`config.mk`:
```
export PLATFORM = sky130hd
export DESIGN_NAME = reg_file_mp
export DESIGN_NICKNAME = d
export VERILOG_FILES = /design/src/rtl/reg_file_pkg.sv /design/src/rtl/rf_read_port.sv /design/src/rtl/reg_file_mp.sv
export SDC_FILE = /design/constraint.sdc
export NUM_CORES = 1
export LEC_CHECK = 0
export BUFFER_PORTS_ARGS = -buffer_cell sky130_fd_sc_hd__buf_2
export CORE_ASPECT_RATIO = 0.5
export CORE_MARGIN = 4
export CORE_UTILIZATION = 45
export DETAILED_ROUTE_END_ITERATION = 16
export HOLD_SLACK_MARGIN = 0.06
export PLACE_DENSITY_LB_ADDON = 0.08
export SETUP_SLACK_MARGIN = 0.4
export SYNTH_ARGS = -nofsm -noshare
export SYNTH_HDL_FRONTEND = slang
export SYNTH_SLANG_ARGS = --single-unit
```
`constraint.sdc`:
```
create_clock -name Clk -period 6.6 [get_ports Clk]
set_clock_uncertainty 0.2 [all_clocks]
set_input_delay 0.66 -clock Clk [delete_from_list [all_inputs] [get_ports Clk]]
set_output_delay 0.66 -clock Clk [all_outputs]
set_load 0.005 [all_outputs]
```
`src/rtl/reg_file_pkg.sv`:
```
// Shared defaults for the multi-port register file with pending scoreboard.
package reg_file_pkg;

  localparam int DEF_WIDTH = 16;
  localparam int DEF_NREGS = 8;
  localparam int DEF_NREAD = 2;
  localparam int DEF_AW    = $clog2(DEF_NREGS);

  // Register index for the default-sized file.
  typedef logic [DEF_AW-1:0] addr_t;

endpackage : reg_file_pkg

```
`src/rtl/rf_read_port.sv`:
```
// One registered read port: load enable, write-bypass mux and the
// RD_DATA/RD_PEND capture register.
module rf_read_port #(
  parameter int WIDTH  = 16,
  parameter int AW     = 3,
  parameter int BYPASS = 1
) (
  input  logic             Clk,
  input  logic             Reset,
  input  logic             ld_i,
  input  logic [AW-1:0]    rd_addr_i,
  input  logic [WIDTH-1:0] reg_data_i,
  input  logic             reg_pend_i,
  input  logic             we_i,
  input  logic [AW-1:0]    wr_addr_i,
  input  logic [WIDTH-1:0] wr_data_i,
  input  logic             reissue_i,
  output logic [WIDTH-1:0] rd_data_o,
  output logic             rd_pend_o
);

  logic [WIDTH-1:0] rd_data_q, rd_data_d;
  logic             rd_pend_q, rd_pend_d;
  logic             wr_hit;

  // A same-cycle write to the address being read; only forwarded when bypassing.
  assign wr_hit = (BYPASS != 0) && we_i && (wr_addr_i == rd_addr_i);

  // Next capture value: hold unless loading, forward write data on a hit.
  always_comb begin
    // NOTE: defaults first so every path assigns the outputs and no latch is inferred.
    rd_data_d = rd_data_q;
    rd_pend_d = rd_pend_q;
    if (ld_i) begin
      rd_data_d = wr_hit ? wr_data_i : reg_data_i;
      // A forwarded write clears the pending flag unless the same edge re-issues it.
      rd_pend_d = (wr_hit && !reissue_i) ? 1'b0 : reg_pend_i;
    end
  end

  // Capture register with synchronous clear.
  always_ff @(posedge Clk) begin
    // NOTE: sequential state uses non-blocking assignments so all flops update together.
    if (Reset) begin
      rd_data_q <= '0;
      rd_pend_q <= 1'b0;
    end else begin
      rd_data_q <= rd_data_d;
      rd_pend_q <= rd_pend_d;
    end
  end

  assign rd_data_o = rd_data_q;
  assign rd_pend_o = rd_pend_q;

endmodule : rf_read_port

```
`src/rtl/reg_file_mp.sv`:
```
// Multi-port register file: one write port, NREAD registered read ports and
// a per-register pending scoreboard (set on issue, cleared on write).
module reg_file_mp
  import reg_file_pkg::*;
#(
  parameter int WIDTH  = DEF_WIDTH,
  parameter int NREGS  = DEF_NREGS,
  parameter int NREAD  = DEF_NREAD,
  parameter int BYPASS = 1
) (
  input  logic                   Clk,
  input  logic                   Reset,
  input  logic                   WE,
  input  logic [$clog2(NREGS)-1:0] WR_ADDR,
  input  logic [WIDTH-1:0]       WR_DATA,
  input  logic                   ISSUE,
  input  logic [$clog2(NREGS)-1:0] ISSUE_ADDR,
  input  logic [NREAD-1:0]       LD_REG,
  input  logic [NREAD*$clog2(NREGS)-1:0] RD_ADDR,
  output logic [NREAD*WIDTH-1:0] RD_DATA,
  output logic [NREAD-1:0]       RD_PEND,
  output logic [NREGS-1:0]       PEND_VEC
);

  localparam int AW = $clog2(NREGS);

  logic [WIDTH-1:0] mem_q [NREGS];
  logic [NREGS-1:0] pend_q, pend_d;
  logic             reissue;

  // Issue and write hitting the same register in one cycle: issue wins.
  assign reissue = ISSUE && WE && (ISSUE_ADDR == WR_ADDR);

  // Storage array write.
  always_ff @(posedge Clk) begin
    if (Reset) begin
      // NOTE: the array is cleared on reset because reads after reset must return zero.
      for (int i = 0; i < NREGS; i++) mem_q[i] <= '0;
    end else if (WE) begin
      mem_q[WR_ADDR] <= WR_DATA;
    end
  end

  // Pending next state: write clears, then issue sets so it overrides a same-address write.
  always_comb begin
    pend_d = pend_q;
    if (WE)    pend_d[WR_ADDR]    = 1'b0;
    if (ISSUE) pend_d[ISSUE_ADDR] = 1'b1;
  end

  // Pending scoreboard register.
  always_ff @(posedge Clk) begin
    if (Reset) pend_q <= '0;
    else       pend_q <= pend_d;
  end

  assign PEND_VEC = pend_q;

  for (genvar gp = 0; gp < NREAD; gp++) begin : g_port
    logic [AW-1:0] rd_addr;
    assign rd_addr = RD_ADDR[gp*AW +: AW];

    rf_read_port #(
      .WIDTH  (WIDTH),
      .AW     (AW),
      .BYPASS (BYPASS)
    ) u_port (
      .Clk        (Clk),
      .Reset      (Reset),
      .ld_i       (LD_REG[gp]),
      .rd_addr_i  (rd_addr),
      .reg_data_i (mem_q[rd_addr]),
      .reg_pend_i (pend_q[rd_addr]),
      .we_i       (WE),
      .wr_addr_i  (WR_ADDR),
      .wr_data_i  (WR_DATA),
      .reissue_i  (reissue),
      .rd_data_o  (RD_DATA[gp*WIDTH +: WIDTH]),
      .rd_pend_o  (RD_PEND[gp])
    );
  end

endmodule : reg_file_mp

```
==> summary.txt <==
SYNTH
-----------------------------------------------------------------------------------------------------
Post-synthesis instance total                                                                     597
Number of synthesis warnings                                                                        0
Number of distinct standard cells referenced by the synthesized netlist                            36
Register bit count reported by yosys                                                              170
Syn avg cell area                                                                           14.4 um^2
Leading cell type by number of instances after synthesis                                 sky130_fd_sc_hd__and2_1
Multiplexer area fraction after synthesis                                                       20.9%
Number of synthesized flops with an enable pin                                                    128
Biggest area contributors in the synthesized netlist                                     sky130_fd_sc_hd__edfxtp_1, sky130_fd_sc_hd__mux4_2, sky130_fd_sc_hd__dfxtp_1, sky130_fd_sc_hd__and2_1, sky130_fd_sc_hd__mux2i_1
Commonest cells post-synth                                                               sky130_fd_sc_hd__and2_1, sky130_fd_sc_hd__edfxtp_1, sky130_fd_sc_hd__mux4_2, sky130_fd_sc_hd__dfxtp_1, sky130_fd_sc_hd__nor2_1
Netlist area before placement                                                               8590 um^2
Dominant combinational cell family by area after synthesis                               multiplexers
Simple-gate portion of the synthesized area                                                     13.4%
XOR/XNOR share of the synthesized area                                                         0.918%
Share of flip-flops with an asynchronous set or reset                                              0%
Compound-Gate Fraction of Synth Area                                                            6.67%
Leading area contributor after synthesis                                                 sky130_fd_sc_hd__edfxtp_1
Portion of the post-synthesis area used by sequential elements                                  54.5%
Primary FF master, synth                                                                 sky130_fd_sc_hd__edfxtp_1
Area share of the largest cell type after synthesis                                             44.7%
Total nets after synthesis                                                                        631
Post-synthesis share of cell area spent on full adders, half adders and majority gates             0%

CRITICAL PATH
-----------------------------------------------------------------------------------------------------
Buffering stage count on the worst path with inverters included                                     2
Reg-to-Reg End                                                                           g_port[0].u_port.rd_data_o[12]
Endpoint type of the worst setup path                                                        register
Required time reported for the critical path endpoint                                         6.76 ns
Crit Path Category                                                                       primary input to register
Chain of cells forming the critical path                                                 buf_2 -> buf_4 -> xor2_1 -> nor4_1 -> and2_1 -> a221o_1
Reg2Reg Launch Point                                                                     mem_q[0][12]
Arrival time reported for the critical path endpoint                                          3.13 ns
CP delay by family, top                                                                  simple AND/OR/NAND/NOR gates
Crit path max-delay cell type                                                            sky130_fd_sc_hd__and2_1
Max stage delay on crit path                                                                  0.93 ns
Peak fanout along the critical path                                                                40
Critical path startpoint category                                                        primary input
Cell count of the worst reg-to-reg path                                                             4
Reg2Reg Setup Slack                                                                           4.87 ns

FINISH
-----------------------------------------------------------------------------------------------------
Fraction of layout cells with a size suffix above 1                                             30.1%
Area growth, synth to finish                                                                    14.6%
Final net count                                                                                   699
Share of the core filled with cells                                                             53.0%
Number of antenna repair diodes                                                                     0
Area of all sequential standard cells                                                       4680 um^2
Total of fill cells in the finished design                                                       1590
Area taken by multi-input logic gates                                                       3690 um^2
Number of standard cells in the layout, taps in and fillers out                                   937

DRT
-----------------------------------------------------------------------------------------------------
Final routed DRC violation total                                                                    0
Pre-antenna DRT Iters                                                                               5
Remaining antenna violation count                                                                   0
First DRT Iteration DRCs                                                                          446
Count of vias placed by the detailed router                                                      5467
Vias per cell                                                                                    5.83
Post-Route WL                                                                                24100 um
Average routed wire per standard cell                                                         25.7 um

MIN PATH
-----------------------------------------------------------------------------------------------------
Launch instance of the worst min-delay path                                              g_port[1].u_port.rd_data_o[3]
Hold Path Cell Cnt                                                                                  1
Hold Crit Endpoint                                                                       g_port[1].u_port.rd_data_o[3]
Class of the worst hold path                                                             register to register

FLOORPLAN
-----------------------------------------------------------------------------------------------------
Die outline height                                                                             106 um
Placeable core area                                                                        18600 um^2
Starting density of the core                                                                    46.3%
Total number of placement rows                                                                     35
Top Ports                                                                                          76
Die Footprint                                                                              21500 um^2
Die Wd                                                                                         203 um

PLACED DESIGN
-----------------------------------------------------------------------------------------------------
Input/output buffers                                                                               75
HPWL Detailed                                                                                14800 um
Final RePlAce weighted congestion                                                               0.794
Number of placed instances with taps included                                                     904

GRT
-----------------------------------------------------------------------------------------------------
GR Util met1                                                                                    32.9%
Global-route met3 utilization                                                                   4.95%
Maximum number of pins on one net before global-route repair                                       41
Global-route wire length before repair                                                       36400 um
Number of global-route vias before repair                                                        5611
Overflow left after global routing                                                                  0
Number of antenna violations at the first check in global routing                                   0
Gr busiest metal                                                                                 met2
Met2 Track Usage GR                                                                             36.9%
Overall global routing resource usage                                                           23.1%

CLOCKING
-----------------------------------------------------------------------------------------------------
Clk slew on worst S/H paths                                                                   0.07 ns
Clock tree root driver cell                                                              sky130_fd_sc_hd__clkbuf_16
Num Clock Sinks                                                                                   170
Clock tree from TritonCTS                                                                        done
Max Buffers Root-to-Sink                                                                            2
TritonCTS buffer count                                                                             17
Number of buffers inserted by post-CTS setup repair                                                 0
Worst-skew pair later-pin latency                                                             0.43 ns
Count of hold-fix buffers inserted at cts                                                           0
Post-CTS resize count                                                                               0
Number of levels the H-tree was split into                                                          4

TIMING
-----------------------------------------------------------------------------------------------------
Final-layout worst hold slack                                                                0.281 ns
Final Max Slew Viols                                                                                0
RSZ-0062 raised after global routing                                                               no
Crit path time final                                                                          2.97 ns
Total negative setup slack                                                                       0 ns
Actual transition at the worst max-transition pin                                             1.12 ns
Maximum clock frequency                                                                       337 MHz
Final number of hold-violating endpoints                                                            0
Worst max-slew margin expressed relative to the limit                                           25.3%
Fraction of the cycle the final worst path needs                                                45.0%
Final count of negative-setup-slack endpoints                                                       0

STATUS
-----------------------------------------------------------------------------------------------------
Outcome                                                                                  finished, final reports clean

FLOW RUN
-----------------------------------------------------------------------------------------------------
Maximum Capacitance Violations                                                                      0

PWR
-----------------------------------------------------------------------------------------------------
Overall power consumption                                                                     2600 uW
Static leakage                                                                             0.00368 uW
Peak ir drop on the vdd network                                                                174 uV
Power Density                                                                             264 nW/um^2

## layer usage
| layer | wire, um | share of wire (%) |
|---|---|---|
| met4 | 188 | 0.78 |
| met2 | 11500 | 48 |
| met1 | 10700 | 45 |
| met3 | 1660 | 6.9 |
| met5 | 0 | 0 |
## where the power goes
part | switching (uW) | internal, uW
clock | 457 | 569
sequential | 41.9 | 1220
combinational | 161 | 143
## state kept, by name, summed over array words and instances, names as in the netlist
signal                   cells
g_port.u_port.rd_data_o     32
mem_q                      128
g_port.u_port.rd_pend_o      2
PEND_VEC                     8
## placed cells by master (no fill, tap or decap), types with 8 or more instances in the layout
master and instances:
sky130_fd_sc_hd__clkbuf_16 17, sky130_fd_sc_hd__mux4_2 61, sky130_fd_sc_hd__mux2i_1 34, sky130_fd_sc_hd__xor2_1 9
sky130_fd_sc_hd__and2_1 132, sky130_fd_sc_hd__buf_2 75, sky130_fd_sc_hd__inv_1 10, sky130_fd_sc_hd__nand2_1 12
sky130_fd_sc_hd__nor2b_1 8, sky130_fd_sc_hd__a221o_1 32, sky130_fd_sc_hd__buf_4 17, sky130_fd_sc_hd__edfxtp_1 128
sky130_fd_sc_hd__nor2_1 36, sky130_fd_sc_hd__dfxtp_1 42
## cell families after synthesis
logic type                after synthesis
and+or+nand+nor                       205
DFF                                   170
muxes                                  98
AOI/OAI and AO/OA                      60
buffers and inverters                  55
xor gates and xnor gates                9
## stage by stage
step / worst slack (ns) / instance area, um^2
after floorplan: 3.31 / 8590
after global placement: 3.22 / 9240
after detailed placement: 3.18 / 9240
after CTS: 3.63 / 9830
after global routing: 3.43 / 9840
final: 3.63 / 9840
## worst max path at each step
stage          startpoint                        endpoint  cells past startpoint
3_5_place_dp   RD_ADDR[3]   g_port[1].u_port.rd_data_o[8]                      6
2_1_floorplan  WR_ADDR[0]                     mem_q[0][0]                      2
4_1_cts        RD_ADDR[3]   g_port[1].u_port.rd_data_o[8]                      6
5_1_grt        RD_ADDR[3]   g_port[1].u_port.rd_data_o[1]                      6
6_report       RD_ADDR[3]  g_port[1].u_port.rd_data_o[12]                      6
3_3_place_gp   RD_ADDR[3]   g_port[1].u_port.rd_data_o[1]                      6
## area by class of cell
type                       count  share of cell area (%)
sequential                   170                    47.6
timing repair buffer          92                    5.11
multi-input combinational    372                    37.5
clock buffer                  18                    4.36
inverter                      12                   0.458
clock inverter                14                    1.67
tap                          259                    3.29
(Power assumes the default switching activity.)
